[config.mk]
export PLATFORM = sky130hd
export DESIGN_NAME = red_pitaya_iq_boxcar_decimator
export DESIGN_NICKNAME = d
export VERILOG_FILES = /design/src/rtl/red_pitaya_iq_boxcar_decimator_pkg.sv /design/src/rtl/red_pitaya_iq_boxcar_acc.sv /design/src/rtl/red_pitaya_iq_boxcar_decimator.sv
export SDC_FILE = /design/constraint.sdc
export NUM_CORES = 1
export LEC_CHECK = 0
export BUFFER_PORTS_ARGS = -buffer_cell sky130_fd_sc_hd__clkbuf_2
export CORE_MARGIN = 10
export CORE_UTILIZATION = 50
export CTS_CLUSTER_SIZE = 8
export DETAILED_ROUTE_END_ITERATION = 8
export GPL_TIMING_DRIVEN = 0
export PLACE_DENSITY = 0.68
export SYNTH_ARGS = -nofsm -noshare
export SYNTH_HDL_FRONTEND = slang
export SYNTH_SLANG_ARGS = --single-unit
[constraint.sdc]
create_clock -name clk_i -period 4.9 [get_ports clk_i]
set_input_delay 0.245 -clock clk_i [delete_from_list [all_inputs] [get_ports clk_i]]
set_output_delay 0.245 -clock clk_i [all_outputs]
set_load 0.01 [all_outputs]
[src/rtl/red_pitaya_iq_boxcar_decimator_pkg.sv]
// Shared IQ datapath defaults and helpers for the boxcar decimator.
// The demodulator imports the same widths so both ends agree.
package red_pitaya_iq_boxcar_decimator_pkg;

  localparam int IQ_INBITS    = 18;
  localparam int IQ_LOG2_MAXN = 16;
  localparam int LOG2N_W      = 5;
  localparam int NUM_LANES    = 2;

  function automatic logic [LOG2N_W-1:0] clamp_log2n(input logic [LOG2N_W-1:0] v,
                                                    input int maxn);
    return (int'(v) > maxn) ? LOG2N_W'(maxn) : v;
  endfunction

endpackage

[src/rtl/red_pitaya_iq_boxcar_acc.sv]
// One channel of the integrate-and-dump: accumulator, window shift and output register.
module red_pitaya_iq_boxcar_acc
  import red_pitaya_iq_boxcar_decimator_pkg::*;
#(
  parameter int INBITS  = IQ_INBITS,
  parameter int OUTBITS = IQ_INBITS,
  parameter int ACCBITS = IQ_INBITS + IQ_LOG2_MAXN
) (
  input  logic                      clk_i,
  input  logic                      rstn_i,
  input  logic                      clear,
  input  logic                      dump,
  input  logic [LOG2N_W-1:0]        shift,
  input  logic signed [INBITS-1:0]  signal_i,
  output logic signed [OUTBITS-1:0] signal_o
);

  logic signed [ACCBITS-1:0] acc_q, acc_d, acc_base, sum;
  logic signed [INBITS-1:0]  avg;
  logic signed [OUTBITS-1:0] avg_fmt;
  logic signed [OUTBITS-1:0] out_q, out_d;

  // The window average always fits in INBITS, so plain truncation after the shift is exact.
  assign avg = INBITS'(sum >>> shift);

  generate
    if (OUTBITS < INBITS) begin : g_trunc
      assign avg_fmt = OUTBITS'(avg >>> (INBITS - OUTBITS));
    end else begin : g_sext
      assign avg_fmt = OUTBITS'(avg);
    end
  endgenerate

  always_comb begin
    acc_base = clear ? '0 : acc_q;
    sum      = acc_base + {{(ACCBITS-INBITS){signal_i[INBITS-1]}}, signal_i};
    acc_d    = sum;
    out_d    = out_q;
    if (dump) begin
      acc_d = '0;
      out_d = avg_fmt;
    end
  end

  always_ff @(posedge clk_i) begin
    if (!rstn_i) begin
      acc_q <= '0;
      out_q <= '0;
    end else begin
      acc_q <= acc_d;
      out_q <= out_d;
    end
  end

  assign signal_o = out_q;

endmodule

[src/rtl/red_pitaya_iq_boxcar_decimator.sv]
// IQ boxcar decimator: averages I and Q over 2^log2n samples, one valid strobe per window.
// Holds the shared window counter and decode; per-channel math lives in red_pitaya_iq_boxcar_acc.
module red_pitaya_iq_boxcar_decimator
  import red_pitaya_iq_boxcar_decimator_pkg::*;
#(
  parameter int INBITS    = IQ_INBITS,
  parameter int OUTBITS   = IQ_INBITS,
  parameter int LOG2_MAXN = IQ_LOG2_MAXN
) (
  input  logic                      clk_i,
  input  logic                      rstn_i,
  input  logic [LOG2N_W-1:0]        log2n_i,
  input  logic                      sync_i,
  input  logic signed [INBITS-1:0]  signal1_i,
  input  logic signed [INBITS-1:0]  signal2_i,
  output logic signed [OUTBITS-1:0] signal1_o,
  output logic signed [OUTBITS-1:0] signal2_o,
  output logic                      valid_o
);

  localparam int ACCBITS = INBITS + LOG2_MAXN;

  logic [LOG2_MAXN-1:0] cnt_q, cnt_d, win_mask;
  logic [LOG2N_W-1:0]   log2n_q, log2n_d, log2n_eff, log2n_cur, shift;
  logic                 valid_q, valid_d;
  logic                 win_start, win_final, clear, dump;
  logic [LOG2_MAXN:0]   win_len;

  logic [NUM_LANES-1:0][INBITS-1:0]  lane_in;
  logic [NUM_LANES-1:0][OUTBITS-1:0] lane_out;

  always_comb begin
    log2n_eff = clamp_log2n(log2n_i, LOG2_MAXN);
    win_start = (cnt_q == '0);
    // A new log2n only applies from the first sample of a window.
    log2n_cur = win_start ? log2n_eff : log2n_q;
    win_len   = (LOG2_MAXN+1)'(1) << log2n_cur;
    win_mask  = LOG2_MAXN'(win_len - 1'b1);
    win_final = (cnt_q == win_mask);

    clear   = 1'b0;
    dump    = win_final;
    shift   = log2n_cur;
    log2n_d = log2n_cur;
    cnt_d   = win_final ? '0 : LOG2_MAXN'(cnt_q + 1'b1);

    // Sync restarts the window with this sample as sample 0; at N=1 that is just a dump.
    if (sync_i) begin
      clear   = 1'b1;
      shift   = log2n_eff;
      log2n_d = log2n_eff;
      dump    = (log2n_eff == '0);
      cnt_d   = dump ? '0 : LOG2_MAXN'(1);
    end

    valid_d = dump;
  end

  always_ff @(posedge clk_i) begin
    if (!rstn_i) begin
      cnt_q   <= '0;
      log2n_q <= '0;
      valid_q <= 1'b0;
    end else begin
      cnt_q   <= cnt_d;
      log2n_q <= log2n_d;
      valid_q <= valid_d;
    end
  end

  assign lane_in[0] = signal1_i;
  assign lane_in[1] = signal2_i;

  generate
    for (genvar g = 0; g < NUM_LANES; g++) begin : g_lane
      red_pitaya_iq_boxcar_acc #(
        .INBITS  (INBITS),
        .OUTBITS (OUTBITS),
        .ACCBITS (ACCBITS)
      ) u_acc (
        .clk_i    (clk_i),
        .rstn_i   (rstn_i),
        .clear    (clear),
        .dump     (dump),
        .shift    (shift),
        .signal_i (lane_in[g]),
        .signal_o (lane_out[g])
      );
    end
  endgenerate

  assign signal1_o = lane_out[0];
  assign signal2_o = lane_out[1];
  assign valid_o   = valid_q;

endmodule
==> impl_metrics.tcl, run 1 <==
set metrics [dict create \
    initial_cell_density_of_the_core 0.511 \
    core_area_um2 26300 \
    syn-mean-instance-area_um2 7.11 \
    holdPathStages 3 \
    routed_wire_length_um 58600 \
    final_hold_viol_count 0 \
    period_minus_slack_ns 4.81 \
    data_arrival_time_of_the_critical_path_ns 5.15 \
    layout.nets 2109 \
    finalHoldWorstSlack_ns 0.185 \
    yosys_register_bits 126 \
    detail_route.wl_per_cell_um 25.0 \
    grt_usage 0.333 \
    worst_path_max_delay_cell "a211oi_2" \
    wire_length_of_the_first_global_routing_pass_um 88800 \
    most-common-layout-cells "nor2_1 (211), nand2_1 (195), a21oi_1 (133)" \
    synthesis.instances 1890 \
    synth_area_um2 13400 \
    count_of_flip_flops_with_a_built_in_enable_after_synthesis 0 \
    setup_tns_after_final_layout_ns 0 \
    grt_busiest_layer "met2" \
    grt_util_met3 0.0773 \
    routed-via-count 16300 \
    drc 0 \
    finalCritPeriodShare 0.983 \
    grt_pass1_vias 15000 \
    synth_cell_types 89 \
    grt_overflow_total 0 \
    critical_path_source_type "primary input" \
    clock_network_latency_to_the_later_pin_of_the_worst_skew_pair_ns 0.45 \
    cts.hold.buffers_added 0 \
    maximum_number_of_pins_on_one_net_before_global_route_repair 18 \
    floorplan.die_area_um2 33800 \
    floorplan.rows 59 \
    detailedPlacementHpwl_um 44700 \
    cts-htree-levels 4 \
    synthToLayoutAreaGrowth_pct 13.6 \
    synthArstFlopShare 0 \
    tritoncts "yes" \
    clock_path_buffers 2 \
    route.antenna.remaining_nets 0 \
    antenna_violations_before_repair 0 \
    power.ir.vdd_worst_v 0.000234 \
    power_density_nw_per_um2 324 \
    post_synthesis_net_count 2005 \
    postSynth.topFlopCell "dfxtp_1" \
    power.static_leakage_nw 6.32 \
    cts.sink_count 126 \
    die_height_um 184 \
    final_core_utilization 0.581 \
    cts.reportedPaths.clkPinSlew_ns 0.07 \
    relSlewSlack 0.121 \
    antenna-diode-count 0 \
    tritoncts_buffer_count 17 \
    floorplan.die.width_um 184 \
    vias_per_cell 6.95 \
    layout.cells.most_common "nor2_1" \
    synth_top_area_share 0.188 \
    crit_type "in -> reg" \
    gp_routability_congestion 1.06 \
    critical_path_peak_fanout 10 \
    worstHoldPathType "in -> reg" \
    port-buffer-count 76 \
    firstDrtPassIters 9 \
    globalRouteMet2Util 0.492 \
    buffer_type_at_the_clock_tree_root "clkbuf_16" \
    ys_seq_area_frac 0.188 \
    critPathRequiredTime_ns 5.24 \
    critical_path_endpoint_category "flop" \
    timing.critical_path.slowest_cell_delay_ns 0.56 \
    cell_type_with_the_largest_total_area_after_synthesis "dfxtp_1" \
    fin_skew_ns 0.0171 \
    run_status "completed" \
    timing.final.max_slew_violations 0 \
    max_clock_freq_ghz 0.208 \
    drive_above_1_share 0.128 \
    drtIter0Drc 2454 \
    grt_util_met1 0.451 \
    cp_cell_sequence "clkbuf_2 > buf_2 > clkbuf_4 > clkbuf_2 > nor2b_1 > ha_1 > clkbuf_1 > nand2_1 > o21ai_1 > a211oi_1 > a21oi_2 > a21oi_1 > a211oi_2 > nor2_1 > o22ai_1 > o22a_1 > o21ai_0 > a32o_1" \
    worst_slew_pin_slew_ns 1.32 \
    rr_worst_depth 15 \
    synth_top_cells_by_area "dfxtp_1 (19%), ha_1 (6.4%), nor2_1 (5.9%), nand2_1 (5.5%), a21oi_1 (5.1%)" \
    crit_top_cell "clkbuf_2" \
    io_pins 81 \
    max_cap_violations 0 \
    setup_viol 0 \
    yosysWarningCount 0 \
]
==> power by group <==
| part | internal (mW) | total, mW | switching (mW) | leakage [nW] |
|---|---|---|---|---|
| Combinational | 0.752 | 2.29 | 1.54 | 4.97 |
| Sequential | 1.11 | 1.13 | 0.0210 | 1.04 |
| Clock | 0.971 | 1.53 | 0.562 | 0.316 |
==> flip-flops by register name, indices dropped and copies added (netlist names) <==
register               count
cnt_q                     16
valid_o                    1
log2n_q                    5
g_lane.u_acc.signal_o     36
g_lane.u_acc.acc_q        68
==> kinds of logic (layout without fill, tap and decap cells) <==
logic type | after synthesis | in the layout | share of synthesized area
flip-flops | 126 | 126 | 0.188
adder cells (fa/ha/maj) | 71 | 71 | 0.0673
AO/OA/AOI/OAI | 617 | 617 | 0.311
multiplexers | 84 | 84 | 0.0662
AND/OR/NAND/NOR | 762 | 762 | 0.272
XOR/XNOR | 67 | 67 | 0.0437
buffers and inverters | 163 | 280 | 0.0517
==> synth_stat cells (42+ instances only) <==
master	number
and3_1	43
nor3_1	63
a21oi_1	137
o21ai_0	123
nand2_1	196
clkbuf_1	90
nand3_1	61
nor2_1	212
ha_1	69
a211oi_1	42
mux2i_1	63
dfxtp_1	126
nor2b_1	75
==> worst max-delay path, delay by kind of cell <==
| kind | cells | cell delay (ns) |
|---|---|---|
| compound gates | 9 | 2.88 |
| fa+ha+maj | 1 | 0.27 |
| buf+inv | 5 | 1.41 |
| simple gates | 3 | 0.34 |
==> routing by layer <==
metal	vias up	part of all wire	wire length, um
met5	-	0	0
met4	0	0.041	2420
met3	228	0.11	6720
met2	1144	0.42	24600
met1	7649	0.42	24900
li1	7245	-	-
==> path summary, 6_finish.rpt <==
path | from | endpoint | slack (ns)
worst min-delay path | signal2_i[0] | g_lane[1].u_acc.acc_q[0] | 0.19
worst min register to register | g_lane[0].u_acc.signal_o[15] | g_lane[0].u_acc.signal_o[15] | 0.46
worst max register to register | cnt_q[0] | g_lane[0].u_acc.signal_o[1] | 0.13
worst max-delay path | sync_i | g_lane[1].u_acc.signal_o[11] | 0.09
==> area by class of cell <==
class / instances / area, um^2
repair buffers: 89 / 478
fillers: 2565 / 11000
clock buffers: 19 / 443
plain buffers: 128 / 602
clock inverters: 13 / 236
well taps: 335 / 419
flip-flops and latches: 126 / 2520
inverters: 31 / 121
multi-input cells: 1601 / 10400
==> metrics by stage <==
stage / cell area (um^2) / power (mW) / setup WS (ns) / std cells
final: 15300 / 4.95 / 0.0855 / 2342
after global routing: 15300 / 5.11 / -0.0156 / 2342
after CTS: 15100 / 4.79 / 0.0250 / 2339
after detailed placement: 14200 / 3.25 / -1.58 / 2301
after global placement: 14200 / 3.25 / -1.54 / 2301
after floorplan: 13400 / 2.60 / 0.612 / 1890
==> timing repair <==
| action | CTS | global route |
|---|---|---|
| setup buffers | 6 | 7 |
| cloned | 0 | 0 |
| setup endpoints to repair | 116 | 97 |
| pin swaps | 5 | 8 |
| gates resized for setup | 27 | 66 |
No activity file was read; power rests on OpenSTA's default activity.
==> inputs of run 2 (changes only) <==
--- a/config.mk
+++ b/config.mk
@@ -10,7 +10,6 @@
 export CORE_UTILIZATION = 50
 export CTS_CLUSTER_SIZE = 8
 export DETAILED_ROUTE_END_ITERATION = 8
-export GPL_TIMING_DRIVEN = 0
 export PLACE_DENSITY = 0.68
 export SYNTH_ARGS = -nofsm -noshare
 export SYNTH_HDL_FRONTEND = slang
==> constraint.sdc (replaced) <==
create_clock -name clk_i -period 4.5 [get_ports clk_i]
set_input_delay 0.225 -clock clk_i [delete_from_list [all_inputs] [get_ports clk_i]]
set_output_delay 0.225 -clock clk_i [all_outputs]
set_load 0.01 [all_outputs]
==> impl_metrics.tcl, run 2 (synthesis results as in run 1) <==
set metrics [dict create \
    run_status "completed" \
    max_cap_violations 0 \
    worst_slew_pin_slew_ns 0.973 \
    cts-htree-levels 4 \
    most-common-layout-cells "nor2_1 (212), nand2_1 (195), a21oi_1 (137)" \
    floorplan.rows 59 \
    switchingPower_mw 2.15 \
    clock_path_buffers 2 \
    layout.nets 2093 \
    finalCritPeriodShare 0.953 \
    grt_overflow_total 0 \
    antenna_violations_before_repair 0 \
    initial_cell_density_of_the_core 0.511 \
    drtIter0Drc 2011 \
    port-buffer-count 80 \
    power.share.switching 0.413 \
    drc 0 \
    antenna-diode-count 0 \
    worstHoldPathType "in -> reg" \
    detailedPlacementHpwl_um 38100 \
    clock_network_latency_to_the_later_pin_of_the_worst_skew_pair_ns 0.44 \
    tritoncts "yes" \
    setup_slack_ns 0.214 \
    multi_input_area_um2 10300 \
    grt_usage 0.288 \
    core_area_um2 26300 \
    share_comb_of_total_power 0.459 \
    dp_worst_setup_slack_ns -0.0434 \
    fillCellCount 2547 \
    cts.hold.buffers_added 0 \
    tritoncts_buffer_count 17 \
    pwr-share-seq 0.236 \
    finalHoldWorstSlack_ns 0.238 \
    die_height_um 184 \
    firstDrtPassIters 7 \
    unrepaired_setup_endpoints_after_global_routing "no" \
    layout.cells.most_common "nor2_1" \
    max_clock_freq_ghz 0.233 \
    route.antenna.remaining_nets 0 \
    regArea_um2 2520 \
    crit_type "reg -> reg" \
    maximum_number_of_pins_on_one_net_before_global_route_repair 41 \
    floorplan.die_area_um2 33800 \
    vias_per_cell 6.59 \
    synthToLayoutAreaGrowth_pct 14.5 \
    cts.sink_count 126 \
    relSlewSlack 0.352 \
    wire_length_of_the_first_global_routing_pass_um 78500 \
    timing.final.max_slew_violations 0 \
    grt_pass1_vias 13900 \
    design_internal_power_mw 3.05 \
    largest_register "g_lane.u_acc.acc_q" \
    setup_viol 0 \
    gp_routability_congestion 0.971 \
    floorplan.die.width_um 184 \
    power.static_leakage_nw 6.55 \
    fin_skew_ns 0.0190 \
    period_minus_slack_ns 4.29 \
    clockPowerShare 0.304 \
    critical_path_endpoint_category "flop" \
    io_pins 81 \
    final_hold_viol_count 0 \
    buffer_type_at_the_clock_tree_root "clkbuf_16" \
    critical_path_source_type "flop" \
    power_density_nw_per_um2 339 \
    largest_register_ffs 68 \
    routed-via-count 15300 \
    critPathRequiredTime_ns 4.88 \
    data_arrival_time_of_the_critical_path_ns 4.66 \
    cts.reportedPaths.clkPinSlew_ns 0.07 \
    power.ir.vdd_worst_v 0.000219 \
    drive_above_1_share 0.150 \
    final_core_utilization 0.585 \
    critical_path_peak_fanout 10 \
    routed_wire_length_um 50500 \
    detail_route.wl_per_cell_um 21.7 \
]
[run 2: timing repair]
| item | in CTS | in global routing |
|---|---|---|
| gates resized for setup | 2 | 7 |
| setup buffers | 0 | 4 |
| setup endpoints to repair | 10 | 31 |
| pin swaps | 0 | 1 |
[run 2: stage by stage]
step	power (mW)	cell area [um^2]	TNS [ns]	std cells
3_3_place_gp	3.54	14700	-0.0482	2290
5_1_grt	5.44	15400	0	2326
6_report	5.21	15400	0	2326
2_1_floorplan	2.83	13400	0	1890
3_5_place_dp	3.54	14700	-0.210	2290
4_1_cts	5.12	15300	0	2322
[run 2: power groups by stage]
stage               Clock (mW)  Combinational, mW  Sequential [mW]
finish                    1.58               2.39             1.23
global placement             0               2.28             1.25
detailed placement           0               2.29             1.25
CTS                       1.58               2.31             1.23
global route              1.64               2.57             1.24
floorplan                    0               1.59             1.25
[run 2: cell type report]
| class | count | share of cell area |
|---|---|---|
| tap | 335 | 0.0273 |
| timing repair buffer | 201 | 0.0892 |
| inverter | 31 | 0.00789 |
| clock buffer | 18 | 0.0286 |
| clock inverter | 14 | 0.0134 |
| sequential | 126 | 0.164 |
| multi-input combinational | 1601 | 0.670 |
[run 2: routing by layer]
metal	share of wire	track usage
met2	0.42	0.422
met1	0.46	0.415
met3	0.097	0.0650
met5	0	0
met4	0.019	0.0678
[run 2: final timing paths]
check	slack, ns	end	startpoint	cells past startpoint
worst max-delay path	0.21	g_lane[0].u_acc.signal_o[6]	cnt_q[1]	20
worst min-delay path	0.24	g_lane[1].u_acc.acc_q[0]	signal2_i[0]	3
worst max register to register	0.21	g_lane[0].u_acc.signal_o[6]	cnt_q[1]	20
worst min register to register	0.47	g_lane[0].u_acc.signal_o[15]	g_lane[0].u_acc.signal_o[15]	1
[run 2: critical path: stages, from the launching register on]
cell	delay, ns
dfxtp_1	0.31
inv_1	0.09
ha_1	0.15
nor4b_2	0.23
and4_4	0.32
nor3_1	0.06
a41oi_1	0.21
ha_2	0.32
nor3_1	0.09
a31oi_1	0.18
nor3_1	0.08
a311oi_2	0.33
o22ai_1	0.13
a2111oi_2	0.36
buf_4	0.18
a41oi_2	0.12
nand2b_4	0.28
inv_6	0.18
nand2_4	0.12
a311oi_4	0.33
a211o_1	0.14
==> inputs of run 3 (changes only) <==
--- a/config.mk
+++ b/config.mk
@@ -8,6 +8,7 @@
 export BUFFER_PORTS_ARGS = -buffer_cell sky130_fd_sc_hd__clkbuf_2
 export CORE_MARGIN = 10
 export CORE_UTILIZATION = 50
+export CTS_BUF_LIST = sky130_fd_sc_hd__clkbuf_4
 export CTS_CLUSTER_SIZE = 8
 export DETAILED_ROUTE_END_ITERATION = 8
 export PLACE_DENSITY = 0.68
==> impl_metrics.tcl, run 3 (synthesis results as in run 1) <==
set metrics [dict create \
    detail_route.wl_per_cell_um 21.6 \
    firstDrtPassIters 7 \
    tritoncts "yes" \
    largest_register_ffs 68 \
    floorplan.die.width_um 184 \
    io_pins 81 \
    fillCellCount 2599 \
    synthToLayoutAreaGrowth_pct 12.1 \
    dp.cells 2290 \
    gp_routability_congestion 0.971 \
    setup_viol 0 \
    path_buf_inv 3 \
    multi_input_area_um2 10300 \
    critical_path.reg2reg.endpoint "g_lane[0].u_acc.signal_o[6]" \
    data_arrival_time_of_the_critical_path_ns 4.84 \
    max_cap_violations 0 \
    regArea_um2 2520 \
    grt_pass1_vias 13900 \
    setup_slack_ns 0.187 \
    route.antenna.remaining_nets 0 \
    grt_usage 0.287 \
    antenna_violations_before_repair 1 \
    max_clock_freq_ghz 0.232 \
    grt_overflow_total 0 \
    path_delay_family "compound AO/OA/AOI/OAI gates" \
    cts.sink_count 126 \
    relSlewSlack 0.334 \
    floorplan.die_area_um2 33800 \
    worstHoldPathType "in -> reg" \
    cts.reportedPaths.clkPinSlew_ns 0.15 \
    most-common-layout-cells "nor2_1 (212), nand2_1 (195), a21oi_1 (137)" \
    reg2reg_slack_ns 0.19 \
    cp_cell_sequence "inv_1 > ha_1 > nor4b_2 > and4_4 > mux2i_1 > ha_2 > nor3_1 > a31oi_1 > nor3_1 > a311oi_2 > o22ai_1 > a2111oi_2 > buf_4 > a41oi_2 > nand2b_4 > inv_6 > nand2_4 > a311oi_2 > a211o_1" \
    buffer_type_at_the_clock_tree_root "clkbuf_4" \
    clock_path_buffers 2 \
    tritoncts_buffer_count 17 \
    unrepaired_setup_endpoints_after_global_routing "no" \
    timing.critical_path.slowest_cell_delay_ns 0.36 \
    timing.hold.worst.start "signal2_i[0]" \
    cts-htree-levels 4 \
    crit_type "reg -> reg" \
    timing.final.max_slew_violations 0 \
    crit_start "cnt_q[1]" \
    power.ir.vdd_worst_v 0.000166 \
    die_height_um 184 \
    pwr-share-seq 0.267 \
    setup_tns_after_final_layout_ns 0 \
    critical_path_source_type "flop" \
    layout.cells.most_common "nor2_1" \
    critical_path_endpoint_category "flop" \
    fin_skew_ns 0.0460 \
    power.static_leakage_nw 6.41 \
    critical_path_peak_fanout 10 \
    period_minus_slack_ns 4.31 \
    design_internal_power_mw 2.55 \
    drive_above_1_share 0.149 \
    drc 0 \
    share_comb_of_total_power 0.515 \
    vias_per_cell 6.59 \
    finalCritPeriodShare 0.959 \
    rr_worst_depth 19 \
    maximum_number_of_pins_on_one_net_before_global_route_repair 41 \
    floorplan.rows 59 \
    holdPathStages 3 \
    wire_length_of_the_first_global_routing_pass_um 78100 \
    worst_path_max_delay_cell "a2111oi_2" \
    detailedPlacementHpwl_um 38100 \
    routed_wire_length_um 50200 \
    switchingPower_mw 2.07 \
    initial_cell_density_of_the_core 0.511 \
    clockPowerShare 0.218 \
    dp_worst_setup_slack_ns -0.0434 \
    largest_register "g_lane.u_acc.acc_q" \
    power_density_nw_per_um2 306 \
    regToRegStartpoint "cnt_q[1]" \
    final_hold_viol_count 0 \
    holdPathEnd "g_lane[1].u_acc.acc_q[0]" \
    stdcell_count 2327 \
    core_area_um2 26300 \
    critPathRequiredTime_ns 5.03 \
    drtIter0Drc 1750 \
    run_status "completed" \
    port-buffer-count 80 \
    power.share.switching 0.448 \
    clock_network_latency_to_the_later_pin_of_the_worst_skew_pair_ns 0.58 \
    worst_slew_pin_slew_ns 0.999 \
    layout.nets 2093 \
    routed-via-count 15300 \
]
==> run 3: worst max path at each step <==
stage | end | slack [ns] | cells past startpoint
global placement | g_lane[0].u_acc.signal_o[6] | -0.05 | 19
global route | g_lane[0].u_acc.signal_o[6] | 0.0004 | 19
finish | g_lane[0].u_acc.signal_o[6] | 0.19 | 19
floorplan | g_lane[1].u_acc.signal_o[4] | 0.21 | 19
CTS | g_lane[0].u_acc.signal_o[6] | 0.02 | 19
detailed placement | g_lane[1].u_acc.signal_o[4] | -0.04 | 15
==> run 3: final cells by class <==
type                    instances  area share
flip-flops and latches        126       0.167
repair buffers                201      0.0911
diodes                          1    0.000166
clock buffers                  17     0.00847
multi-input cells            1601       0.683
inverters                      31     0.00806
well taps                     335      0.0278
clock inverters                15      0.0140
==> run 3: power groups by stage <==
stage / Clock, mW / Sequential (mW) / Combinational (mW)
2_1_floorplan: 0 / 1.25 / 1.59
3_3_place_gp: 0 / 1.25 / 2.28
3_5_place_dp: 0 / 1.25 / 2.29
4_1_cts: 1.01 / 1.23 / 2.30
5_1_grt: 1.06 / 1.24 / 2.57
6_report: 1.01 / 1.23 / 2.38
==> run 3: routing by layer <==
metal | global-route usage | vias to the layer above | routed length [um]
met2 | 0.420 | 790 | 20900
met1 | 0.413 | 7268 | 23100
met4 | 0.0708 | 0 | 957
met3 | 0.0642 | 78 | 5320
li1 | - | 7203 | -
met5 | 0 | - | 0
==> run 3: timing repair <==
| action | in CTS | in global routing |
|---|---|---|
| setup endpoints to repair | 10 | 32 |
| gates cloned | 0 | 0 |
| hold buffers | 0 | 0 |
| setup buffers | 0 | 4 |
| pin swaps | 0 | 1 |
| resized for setup | 2 | 6 |
==> run 3: worst reg2reg max path: stages (launching register included) <==
cell	delay [ns]
dfxtp_1	0.34
inv_1	0.09
ha_1	0.15
nor4b_2	0.23
and4_4	0.32
mux2i_1	0.26
ha_2	0.32
nor3_1	0.09
a31oi_1	0.18
nor3_1	0.08
a311oi_2	0.34
o22ai_1	0.14
a2111oi_2	0.36
buf_4	0.18
a41oi_2	0.13
nand2b_4	0.28
inv_6	0.19
nand2_4	0.11
a311oi_2	0.35
a211o_1	0.15
==> run 3: stage by stage <==
stage	power (mW)	hold slack (ns)	utilization	cell area [um^2]
finish	4.62	0.0879	0.573	15100
CTS	4.54	0.0563	0.571	15000
global placement	3.54	0.441	0.558	14700
global route	4.86	0.101	0.573	15100
floorplan	2.83	0.411	-	13400
detailed placement	3.54	0.447	0.558	14700
